File: src/rtl/fst_run_monitor.sv
// Run controller/monitor for the fst core: sequences core reset, counts RUN cycles,
// stops on halt, stuck PC or cycle overflow. Define FST_MON_BREAK_EN to add a PC breakpoint.
module fst_run_monitor #(
   parameter int unsigned PC_W        = 16,
   parameter int unsigned CYC_W       = 32,
   parameter int unsigned RST_HOLD    = 3,
   parameter int unsigned STALL_LIMIT = 1024
) (
   input  logic             clk_in,
   input  logic             reset_n_in,
   input  logic             start,
   input  logic [PC_W-1:0]  pc_in,
   input  logic             halting_in,
`ifdef FST_MON_BREAK_EN
   input  logic             bp_en,
   input  logic [PC_W-1:0]  bp_addr,
`endif
   output logic             cpu_reset_n,
   output logic             running,
   output logic             done,
   output logic             fault,
   output logic [1:0]       err_code,
   output logic [CYC_W-1:0] cycle_count,
   output logic [PC_W-1:0]  stop_pc
);

   localparam int unsigned ST_W   = $clog2(STALL_LIMIT) + 1;
   localparam int unsigned HOLD_W = (RST_HOLD > 1) ? $clog2(RST_HOLD) : 1;

   typedef enum logic [2:0] {S_IDLE, S_RST, S_RUN, S_HALTED, S_FAULT} state_t;

   state_t            state;
   logic [HOLD_W-1:0] hold_cnt;
   logic [ST_W-1:0]   stall_cnt;
   logic [PC_W-1:0]   prev_pc;
   logic              first_run;

   logic [CYC_W-1:0]  cyc_next;
   logic              pc_same;
   logic              stall_hit;
   logic              ovf_hit;
   logic              bp_hit;
   logic              run_exit;

   always_comb begin
      cyc_next  = (cycle_count == '1) ? cycle_count : cycle_count + CYC_W'(1);
      pc_same   = (pc_in == prev_pc);
      // stall_cnt counts equal compares, so STALL_LIMIT identical PCs give STALL_LIMIT-1
      stall_hit = !first_run && pc_same && (stall_cnt == ST_W'(STALL_LIMIT - 2));
      ovf_hit   = (cyc_next == '1);
      bp_hit    = 1'b0;
`ifdef FST_MON_BREAK_EN
      bp_hit    = !first_run && bp_en && (pc_in == bp_addr);
`endif
      run_exit  = halting_in || bp_hit || stall_hit || ovf_hit;
   end

   always_ff @(posedge clk_in or negedge reset_n_in) begin
      if (!reset_n_in) begin
         state       <= S_IDLE;
         cpu_reset_n <= 1'b0;
         running     <= 1'b0;
         done        <= 1'b0;
         fault       <= 1'b0;
         err_code    <= 2'd0;
         cycle_count <= '0;
         stop_pc     <= '0;
         stall_cnt   <= '0;
         hold_cnt    <= '0;
         prev_pc     <= '0;
         first_run   <= 1'b0;
      end else begin
         case (state)
            S_IDLE, S_HALTED, S_FAULT: begin
               if (start) begin
                  state       <= S_RST;
                  cpu_reset_n <= 1'b0;
                  running     <= 1'b0;
                  done        <= 1'b0;
                  fault       <= 1'b0;
                  err_code    <= 2'd0;
                  cycle_count <= '0;
                  stop_pc     <= '0;
                  hold_cnt    <= '0;
               end
            end
            S_RST: begin
               if (hold_cnt == HOLD_W'(RST_HOLD - 1)) begin
                  state       <= S_RUN;
                  cpu_reset_n <= 1'b1;
                  running     <= 1'b1;
                  first_run   <= 1'b1;
                  stall_cnt   <= '0;
               end else begin
                  hold_cnt <= hold_cnt + HOLD_W'(1);
               end
            end
            S_RUN: begin
               cycle_count <= cyc_next;
               prev_pc     <= pc_in;
               first_run   <= 1'b0;
               stall_cnt   <= (first_run || !pc_same) ? '0 : stall_cnt + ST_W'(1);
               if (halting_in) begin
                  state    <= S_HALTED;
                  done     <= 1'b1;
                  err_code <= 2'd0;
               end else if (bp_hit) begin
                  state    <= S_HALTED;
                  done     <= 1'b1;
                  err_code <= 2'd3;
               end else if (stall_hit) begin
                  state    <= S_FAULT;
                  fault    <= 1'b1;
                  err_code <= 2'd1;
               end else if (ovf_hit) begin
                  state    <= S_FAULT;
                  fault    <= 1'b1;
                  err_code <= 2'd2;
               end
               if (run_exit) begin
                  running <= 1'b0;
                  stop_pc <= pc_in;
               end
            end
            default: state <= S_IDLE;
         endcase
      end
   end

endmodule

File: config.mk
export PLATFORM = sky130hd
export DESIGN_NAME = fst_run_monitor
export DESIGN_NICKNAME = d
export VERILOG_FILES = /design/src/rtl/fst_run_monitor.sv
export SDC_FILE = /design/constraint.sdc
export NUM_CORES = 1
export LEC_CHECK = 0
export CORE_ASPECT_RATIO = 1.1
export CORE_UTILIZATION = 40
export CTS_BUF_LIST = sky130_fd_sc_hd__clkbuf_2
export DETAILED_ROUTE_END_ITERATION = 10
export GPL_ROUTABILITY_DRIVEN = 0
export PLACE_DENSITY_LB_ADDON = 0.1
export SLEW_MARGIN = 15
export SYNTH_ARGS = -nofsm -noshare
export SYNTH_HDL_FRONTEND = slang
export SYNTH_SLANG_ARGS = --single-unit
File: constraint.sdc
create_clock -name clk_in -period 4.52 [get_ports clk_in]
set_input_delay 0.452 -clock clk_in [delete_from_list [all_inputs] [get_ports clk_in]]
set_output_delay 0.452 -clock clk_in [all_outputs]
set_load 0.1 [all_outputs]
## Word level (Yosys, flattened, before mapping)

Cells that the tools add are included.

| cells by class | value |
|---|---|
| add/sub/neg operators | 3 |
| equal/unequal tests | 17 |
| muxes and demuxes | 34 |
| reduce and logical (&&, ||, !) cells | 23 |

Operator list:

| cell | number |
|---|---|
| $eq A32 B32 Y1 const B | 2 |
| $mux W32 | 2 |
| $pmux W32 S2 | 1 |
| $add A32 B1 Y32 const B | 1 |
| $mux W16 | 2 |
| $pmux W16 S2 | 1 |
| $mux W11 | 2 |
| $pmux W11 S2 | 1 |
| $reduce_and A3 Y1 | 6 |
| $eq A16 B16 Y1 | 1 |
| $mux W3 | 5 |
| $ne A2 B2 Y1 const B | 6 |
| $add A11 B1 Y11 const B | 1 |
| $eq A11 B10 Y1 const B | 1 |
| $mux W2 | 5 |
| $pmux W3 S3 | 1 |
| $pmux W1 S2 | 4 |
| $pmux W2 S2 | 2 |
| $reduce_and A4 Y1 | 2 |
| $mux W1 | 7 |
| $eq A3 B2 Y1 const B | 2 |
| $reduce_bool A2 Y1 | 3 |
| $ne A4 B4 Y1 const B | 1 |
| $reduce_and A2 Y1 | 2 |
| other kinds (12) | 16 |

| storage, ports and cells | value |
|---|---|
| register bits after elaboration | 87 |
| input bits | 20 |
| output and inout port bits | 54 |
| logic and storage cells | 89 |

## Longest topological paths before layout

Gate-level depths: netlist of run 1.

| depth | value |
|---|---|
| word-level depth | 7 |
| depth in mapped cells | 13 |
| mapped depth without buffers | 10 |

## Worst setup path after synthesis of run 1

No wires, ideal clock.

| timing path | value |
|---|---|
| path kind | register -> register |
| start | reg cycle_count[0] |
| end | reg stop_pc[10] |
| library setup time | 0.125 ns |
| arrival time | 3.981 ns |
| required time | 4.395 ns |
| setup slack | 0.413 ns |
| cell stages (with the launch flop) | 13 |
| path buffers | 2 |
| clock period less this slack | 4.107 ns |
| path through | dfrtp_1 ha_1 and4_1 clkbuf_1 nand3_1 or4_4 xor2_1 or4_1 nand3b_4 nor3_4 nor2_2 buf_6 mux2_4 |

| on the way | value |
|---|---|
| word-level cells in the longest chain between the ends | 6 |
| elaborated cells between the ends (all ways) | 7 |
| those cells by class | 1 x add/sub; 3 x eq/ne; 1 x mux; 2 x reduce/logical |

RTL lines:

| item | line | text |
|---|---|---|
| from (decl) | 23 | `output logic [CYC_W-1:0] cycle_count,` |
| from (signal assigned) | 99 | `cycle_count <= cyc_next;` |
| $add A32 B1 Y32 or $eq A32 B32 Y1 (tied branches) | 46 | `cyc_next = (cycle_count == '1) ? cycle_count : cycle_count + CYC_W'(1);` |
| $mux W32 * | 46 |  |
| $eq A32 B32 Y1 * | 50 | `ovf_hit = (cyc_next == '1);` |
| $logic_or A1 B1 Y1 * | 55 | `run_exit = halting_in \|\| bp_hit \|\| stall_hit \|\| ovf_hit;` |
| $ne A2 B2 Y1 (no line) * | n/a |  |
| $reduce_and A3 Y1 (no line) * | n/a |  |
| to (signal assigned) | 122 | `stop_pc <= pc_in;` |
| to (decl) | 24 | `output logic [PC_W-1:0] stop_pc` |

Every way passes the cells marked *; elsewhere a longest branch is shown, timed or not.
A chain may end at the register's enable or synchronous reset.

## Worst setup path after layout of run 1

| timing path | value |
|---|---|
| start | reg cycle_count[0] |
| end | reg stop_pc[4] |

Same word-level chain as after synthesis.

==> run metrics, run 1 <==
CTS-repair resized insts=0; adder-cell area share of the yosys netlist=0.993%; switching share of power=between 40 and 50%; FF+latch count, synth=87; sw power=1.48 mW; initial core utilization=around two fifths; cells after synthesis=approximately 550; PnR worst setup slack=about 0.47 ns; post-synth top area cell=dfrtp_1; CP top delay family=simple AND/OR/NAND/NOR gates; clock slew at reported path FFs=about 0.25 ns; core area=around 0.012 mm^2; IO Pins=74; Main synth FF type=dfrtp_1; Buf/Inv on CP=0; Syn. warnings=0; xor/xnor share of the synthesized area=under 10%; Post-Syn Area=between 0.005 and 0.006 mm^2; Hold Fails Final Rpt=0; Min Hold Slack=between 0.3 and 0.4 ns; # rows=42; final instance area=a little over 0.006 mm^2; chip width=roughly 110 um; final setup skew=between 0.04 and 0.05 ns; commonest cells in the netlist=87 x dfrtp_1, 58 x o21ai_0, 50 x nand2_1, 33 x nor2_1, 29 x a21oi_1; Yosys cell types=54; Clock Tree Buf Depth=2; Setup violations, final=0; min Tclk post-route=approximately 4.1 ns; post-synthesis compound-gate area fraction=about a fifth; simple-gate area share of the yosys netlist=22.9%; largest family of logic cells by synthesized area=simple AND/OR/NAND/NOR gates; fmax=0.247 GHz; Logic pwr share=48.2%; Finished Layout Cells=slightly below 800; R2R cell count=10; Synth top area share=a little over two fifths; CP endpoint kind=flop; worst-path cell chain=ha_1 -> nand4_2 -> nor4_2 -> and3_1 -> or3_1 -> a22oi_1 -> nand4_1 -> nor3_4 -> nor2_2 -> mux2_2; Via-to-Cell Ratio=about 5.9; worst rel slew slack=between 20% and 30%; Max-Cap Viols=0; hold-fix buffers at CTS=1; DRT Pass-1 Iters=5; Worst Max-Slew Pin Slew=1.12 ns; Req. time, crit path=roughly 5.0 ns; GR Overflow Total=0; Power Internal=approximately 1.6 mW; Antenna Cells=0; Root Buffer=clkbuf_2; maximum vdd drop=a little over 0.3 mV; Post-CTS Setup Inserts=0; max incr delay on CP=0.84 ns; Pwr Density=between 500 and 600 mW/mm^2; Post-DP Area=0.00590 mm^2; final WL=between 10 and 15 mm; Port-buffer cells=between 70 and 80; Leak=~2.6 nW; status=finished clean; Final ANT Viol Nets=0; Startpoint Class=flop; crit path max fanout=17; Worst R2R Start=cycle_count[0]; Via Count=approximately 4600; DP Wirelength=between 9 and 10 mm; initial antenna violation count=0; Syn Nets=about 570; area grow syn2layout=19.8%; unrepaired setup endpoints after global routing=false; CTS buffer count=9; final period utilization=between 80% and 90%; Total GRT Usage=between 20% and 30%; 1st-iter DRT viols=approximately 340; # fillers=1168; Reg area=between 0.002 and 0.0025 mm^2; CP Class=reg -> reg; multi-input logic area=about 0.0027 mm^2; Data arrival, critical path=4.55 ns; DIE AREA=0.0131 mm^2; slowest CP cell=nor2_2; Placed Cells=753; Final #Nets=635; first-pass GRT wire length=between 20 and 25 mm; Synth area leaders=dfrtp_1 43%, o21ai_0 5.8%, nand2_1 3.7%; post-synthesis sequential area ratio=a little over two fifths; R2R setup slack=around 0.47 ns; DIE HEIGHT=around 120 um; worst skew pair latency=about 0.6 ns; sequential power share=between 30 and 40%; number of synthesized flops with an enable pin=0; R2R Path End=stop_pc[4]; DRC Markers=0; CTS sink cnt=between 80 and 90; DR WL/cell=18.2 um; Post-Place Worst Slack=around 0.53 ns; power share of the clock group=between 10% and 20%; CTS tree=built; mux cell area share after synthesis=under 10%; syn avg cell area=between 9 and 10 um^2; H-tree levels=3; Fin Setup TNS=0 ns; Slew Viols, Final=0; pin count of the biggest net entering global routing=50; vias in the first global route=4535; Hold WC Path Type=in -> async; most common cell in the synthesized netlist=dfrtp_1; Async SR Flop Fraction=100%; share of cells above drive strength 1=approximately 9.3%
==> worst reg2reg max path: cells and delay by family, from the launching register on <==
kind	cells	cell delay, ns
AO/OA/AOI/OAI	1	0.07
adder cells (fa/ha/maj)	1	0.33
flip-flops	1	0.51
multiplexers	1	0.44
AND/OR/NAND/NOR	7	2.65
==> metrics by stage <==
stage | total power, mW | util (%)
finish | 3.04 | 49.8
CTS | 3.06 | 49.8
global placement | 2.57 | 48.6
global route | 3.19 | 49.8
floorplan | 2.22 | -
detailed placement | 2.59 | 48.6
==> layout by cell type, fill, tap and decap left out, types with 3 or more instances in the layout <==
master	synthesis	final
a21oi_1	29	29
ha_1	4	4
nor2b_1	3	3
xor2_1	18	18
a211oi_1	3	3
o21ai_0	58	58
nor4_1	6	6
inv_1	8	8
nand3_1	23	22
mux2_4	9	9
and3_1	7	7
a21o_1	22	22
nand4_1	21	21
xnor2_1	10	10
nor3_1	10	9
nor4_2	3	3
a31oi_1	14	14
o211ai_1	4	4
nand2_1	50	50
or3_1	5	5
o31ai_1	13	13
nor2_1	33	33
and4_1	5	5
buf_4	0	9
clkbuf_2	0	10
o21a_1	3	3
and2_1	23	23
clkdlybuf4s50_1	0	72
nand2b_1	4	4
mux2_2	7	7
dfrtp_1	87	87
o41ai_1	5	5
or4_1	4	4
==> flip-flops by register name, summed over array words and instances (netlist names) <==
| signal | count |
|---|---|
| hold_cnt | 2 |
| cycle_count | 32 |
| state | 3 |
| err_code | 2 |
| fault | 1 |
| stop_pc | 16 |
| stall_cnt | 11 |
| done | 1 |
| first_run | 1 |
| cpu_reset_n | 1 |
| prev_pc | 16 |
| running | 1 |
==> power groups by stage <==
| stage | combinational [mW] | sequential (mW) | clock (mW) |
|---|---|---|---|
| 3_3_place_gp | 1.45 | 1.11 | 0 |
| 6_report | 1.47 | 1.11 | 0.468 |
| 5_1_grt | 1.55 | 1.13 | 0.508 |
| 3_5_place_dp | 1.47 | 1.12 | 0 |
| 2_1_floorplan | 0.592 | 1.62 | 0 |
| 4_1_cts | 1.47 | 1.11 | 0.484 |
==> worst max path at each step <==
stage,cells past startpoint,slack (ns),endpoint,startpoint
floorplan,12,0.41,stop_pc[10],cycle_count[0]
global placement,10,0.64,stop_pc[4],cycle_count[0]
detailed placement,10,0.53,stop_pc[4],cycle_count[0]
CTS,10,0.55,stop_pc[4],cycle_count[0]
global route,10,0.13,stop_pc[4],cycle_count[0]
finish,10,0.47,stop_pc[4],cycle_count[0]
==> cells by family (layout without fill, tap and decap cells) <==
group | count (synthesis) | after routing
XOR/XNOR | 28 | 28
multiplexers | 18 | 18
AO/OA/AOI/OAI | 163 | 163
flip-flops | 87 | 87
AND/OR/NAND/NOR | 210 | 210
buffers and inverters | 39 | 105
adder cells (fa/ha/maj) | 4 | 4
==> routing by layer <==
| layer | vias up | GRT usage [%] | share of wire [%] |
|---|---|---|---|
| met5 | - | 0 | 0 |
| met4 | 0 | 13.3 | 4.1 |
| met3 | 46 | 3.80 | 6.3 |
| met2 | 190 | 36.2 | 48 |
| met1 | 2187 | 27.9 | 41 |
| li1 | 2148 | - | - |
==> final cells by class <==
cell class	count	area share [%]
Multi-Input combinational cell	423	44.9
Sequential cell	87	36.0
Timing Repair Buffer	82	13.2
Tap cell	154	3.19
Clock inverter	5	1.37
Clock buffer	10	0.829
Inverter	8	0.497
Note: power is estimated with default switching activity, not from simulation.
==> inputs of run 2 (changes only) <==
--- a/config.mk
+++ b/config.mk
@@ -6,6 +6,7 @@
 export NUM_CORES = 1
 export LEC_CHECK = 0
 export CORE_ASPECT_RATIO = 1.1
+export CORE_MARGIN = 5
 export CORE_UTILIZATION = 40
 export CTS_BUF_LIST = sky130_fd_sc_hd__clkbuf_2
 export DETAILED_ROUTE_END_ITERATION = 10
==> run metrics, run 2 (synthesis results as in run 1) <==
DIE AREA=0.0150 mm^2 (+15%); # rows=43 (+2.4%); CP Class=reg -> reg; unrepaired setup endpoints after global routing=false; CP startpoint=cycle_count[0]; chip width=117 um (+7.3%); sequential power share=36.4% (about the same); Worst Max-Slew Pin Slew=1.08 ns (-0.0376 ns); 1st-iter DRT viols=411 (+22%); power share of the clock group=15.6% (+0.2 points); maximum vdd drop=0.504 mV (+62%); share of cells above drive strength 1=9.55% (+0.28 points); Fin Setup TNS=0 ns (unchanged); PnR worst setup slack=0.496 ns (+0.0264 ns); hold-fix buffers at CTS=1 (unchanged); Power Internal=1.57 mW (+0.23%); Final #Nets=637 (+0.31%); Hold Fails Final Rpt=0 (unchanged); Clock Tree Buf Depth=2 (unchanged); core area=0.0125 mm^2 (+2.8%); DR WL/cell=18.3 um (+0.99%); Port-buffer cells=73 (unchanged); initial antenna violation count=0 (unchanged); crit path max fanout=17 (unchanged); clock slew at reported path FFs=0.27 ns (+0.02 ns); final WL=14.2 mm (+1.8%); status=finished clean; final setup skew=0.0284 ns (-0.0167 ns); area grow syn2layout=20.4%; Finished Layout Cells=775 (+0.78%); commonest cells after routing, fill and taps aside=87 x dfrtp_1, 72 x clkdlybuf4s50_1, 58 x o21ai_0; Setup violations, final=0 (unchanged); DRT Pass-1 Iters=5 (unchanged); Logic pwr share=48.0% (-0.2 points); Max-Cap Viols=0 (unchanged); Largest register FFs=32 (unchanged); Startpoint Class=flop; CP endpoint kind=flop; Total GRT Usage=19.4% (-3.1 points); switching share of power=48.7% (+0.15 points); CTS sink cnt=87 (unchanged); Regs by FF count=cycle_count x32, prev_pc x16, stop_pc x16; Final Util=48.6% (-1.1 points); pin count of the biggest net entering global routing=53 (+6.0%); sw power=1.49 mW (+0.84%); Via Count=4576 (+0.11%); CTS tree=built; Final ANT Viol Nets=0 (unchanged); most common cell after layout, fill and taps aside=dfrtp_1; Post-Place Worst Slack=0.564 ns (+0.0324 ns); CTS-repair resized insts=0 (unchanged); GR Overflow Total=0 (unchanged); Antenna Cells=0 (unchanged); vias in the first global route=4461 (-1.6%); final instance area=0.00607 mm^2 (+0.52%); Req. time, crit path=5.02 ns (about the same); Placed Cells=758 (+0.66%); Post-DP Area=0.00592 mm^2 (+0.32%); worst rel slew slack=28.0% (+2.5 points); Root Buffer=clkbuf_2; Leak=2.60 nW (+0.44%); fmax=0.249 GHz (+0.66%); Top reg by flops=cycle_count; IO Pins=74 (unchanged); worst skew pair latency=0.60 ns (about the same); Post-CTS Setup Inserts=0 (unchanged); CTS buffer count=9 (unchanged); min Tclk post-route=4.02 ns (-0.0264 ns); initial core utilization=40.4% (-1.1 points); Data arrival, critical path=4.52 ns (-0.03 ns); Slew Viols, Final=0 (unchanged); final period utilization=89.0% (-0.58 points); DRC Markers=0 (unchanged); H-tree levels=3 (unchanged); DP Wirelength=10.1 mm (+3.0%); Hold WC Path Type=in -> async; DIE HEIGHT=128 um (+6.7%); Via-to-Cell Ratio=5.90 (-0.67%); Worst R2R Start=cycle_count[0]; Pwr Density=503 mW/mm^2 (about the same); first-pass GRT wire length=22.8 mm (+0.49%)
[run 2: final cells by class]
type | instances | area, um^2
inverters | 8 | 30.0
fillers | 1223 | 6410
flip-flops and latches | 87 | 2180
clock buffers | 9 | 45.0
repair buffers | 84 | 813
well taps | 157 | 196
clock inverters | 7 | 93.8
multi-input cells | 423 | 2720
[run 2: per-stage QoR]
stage	power [mW]	hold WS (ns)
5_1_grt	3.22	0.441
2_1_floorplan	2.22	0.156
3_5_place_dp	2.60	0.470
4_1_cts	3.08	0.378
6_report	3.06	0.389
3_3_place_gp	2.58	0.465
[run 2: path summary, 6_finish.rpt]
path                                        end  slack (ns)  cells after the start
min in group clk_in                 hold_cnt[0]        0.49                      1
worst min-delay path            cycle_count[12]        0.39                      2
worst max-delay path                 stop_pc[4]        0.50                     10
max in group asynchronous           err_code[0]        3.20                      3
worst min register to register      hold_cnt[0]        0.49                      1
worst max register to register       stop_pc[4]        0.50                     10
[run 2: critical path: stages (launching register included)]
cell	delay, ns
dfrtp_1	0.54
ha_1	0.32
nand4_2	0.23
nor4_2	0.75
and3_1	0.38
nor3_1	0.09
nand3b_1	0.12
a211o_1	0.21
nor3_4	0.06
nor2_2	0.81
mux2_2	0.42
[run 2: layer usage]
metal | wire length (um) | up-vias | share of wire, % | track usage (%)
met5 | 0 | - | 0 | 0
met4 | 409 | 0 | 2.9 | 9.51
met3 | 725 | 28 | 5.1 | 3.12
met2 | 6770 | 152 | 48 | 31.2
met1 | 6310 | 2242 | 44 | 25.3
li1 | - | 2154 | - | -
[run 2: power by group through the flow]
stage,Sequential (mW),Combinational (mW),Clock [mW]
3_5_place_dp,1.12,1.47,0
6_report,1.11,1.47,0.477
4_1_cts,1.11,1.48,0.495
3_3_place_gp,1.12,1.46,0
5_1_grt,1.14,1.56,0.520
2_1_floorplan,1.62,0.592,0
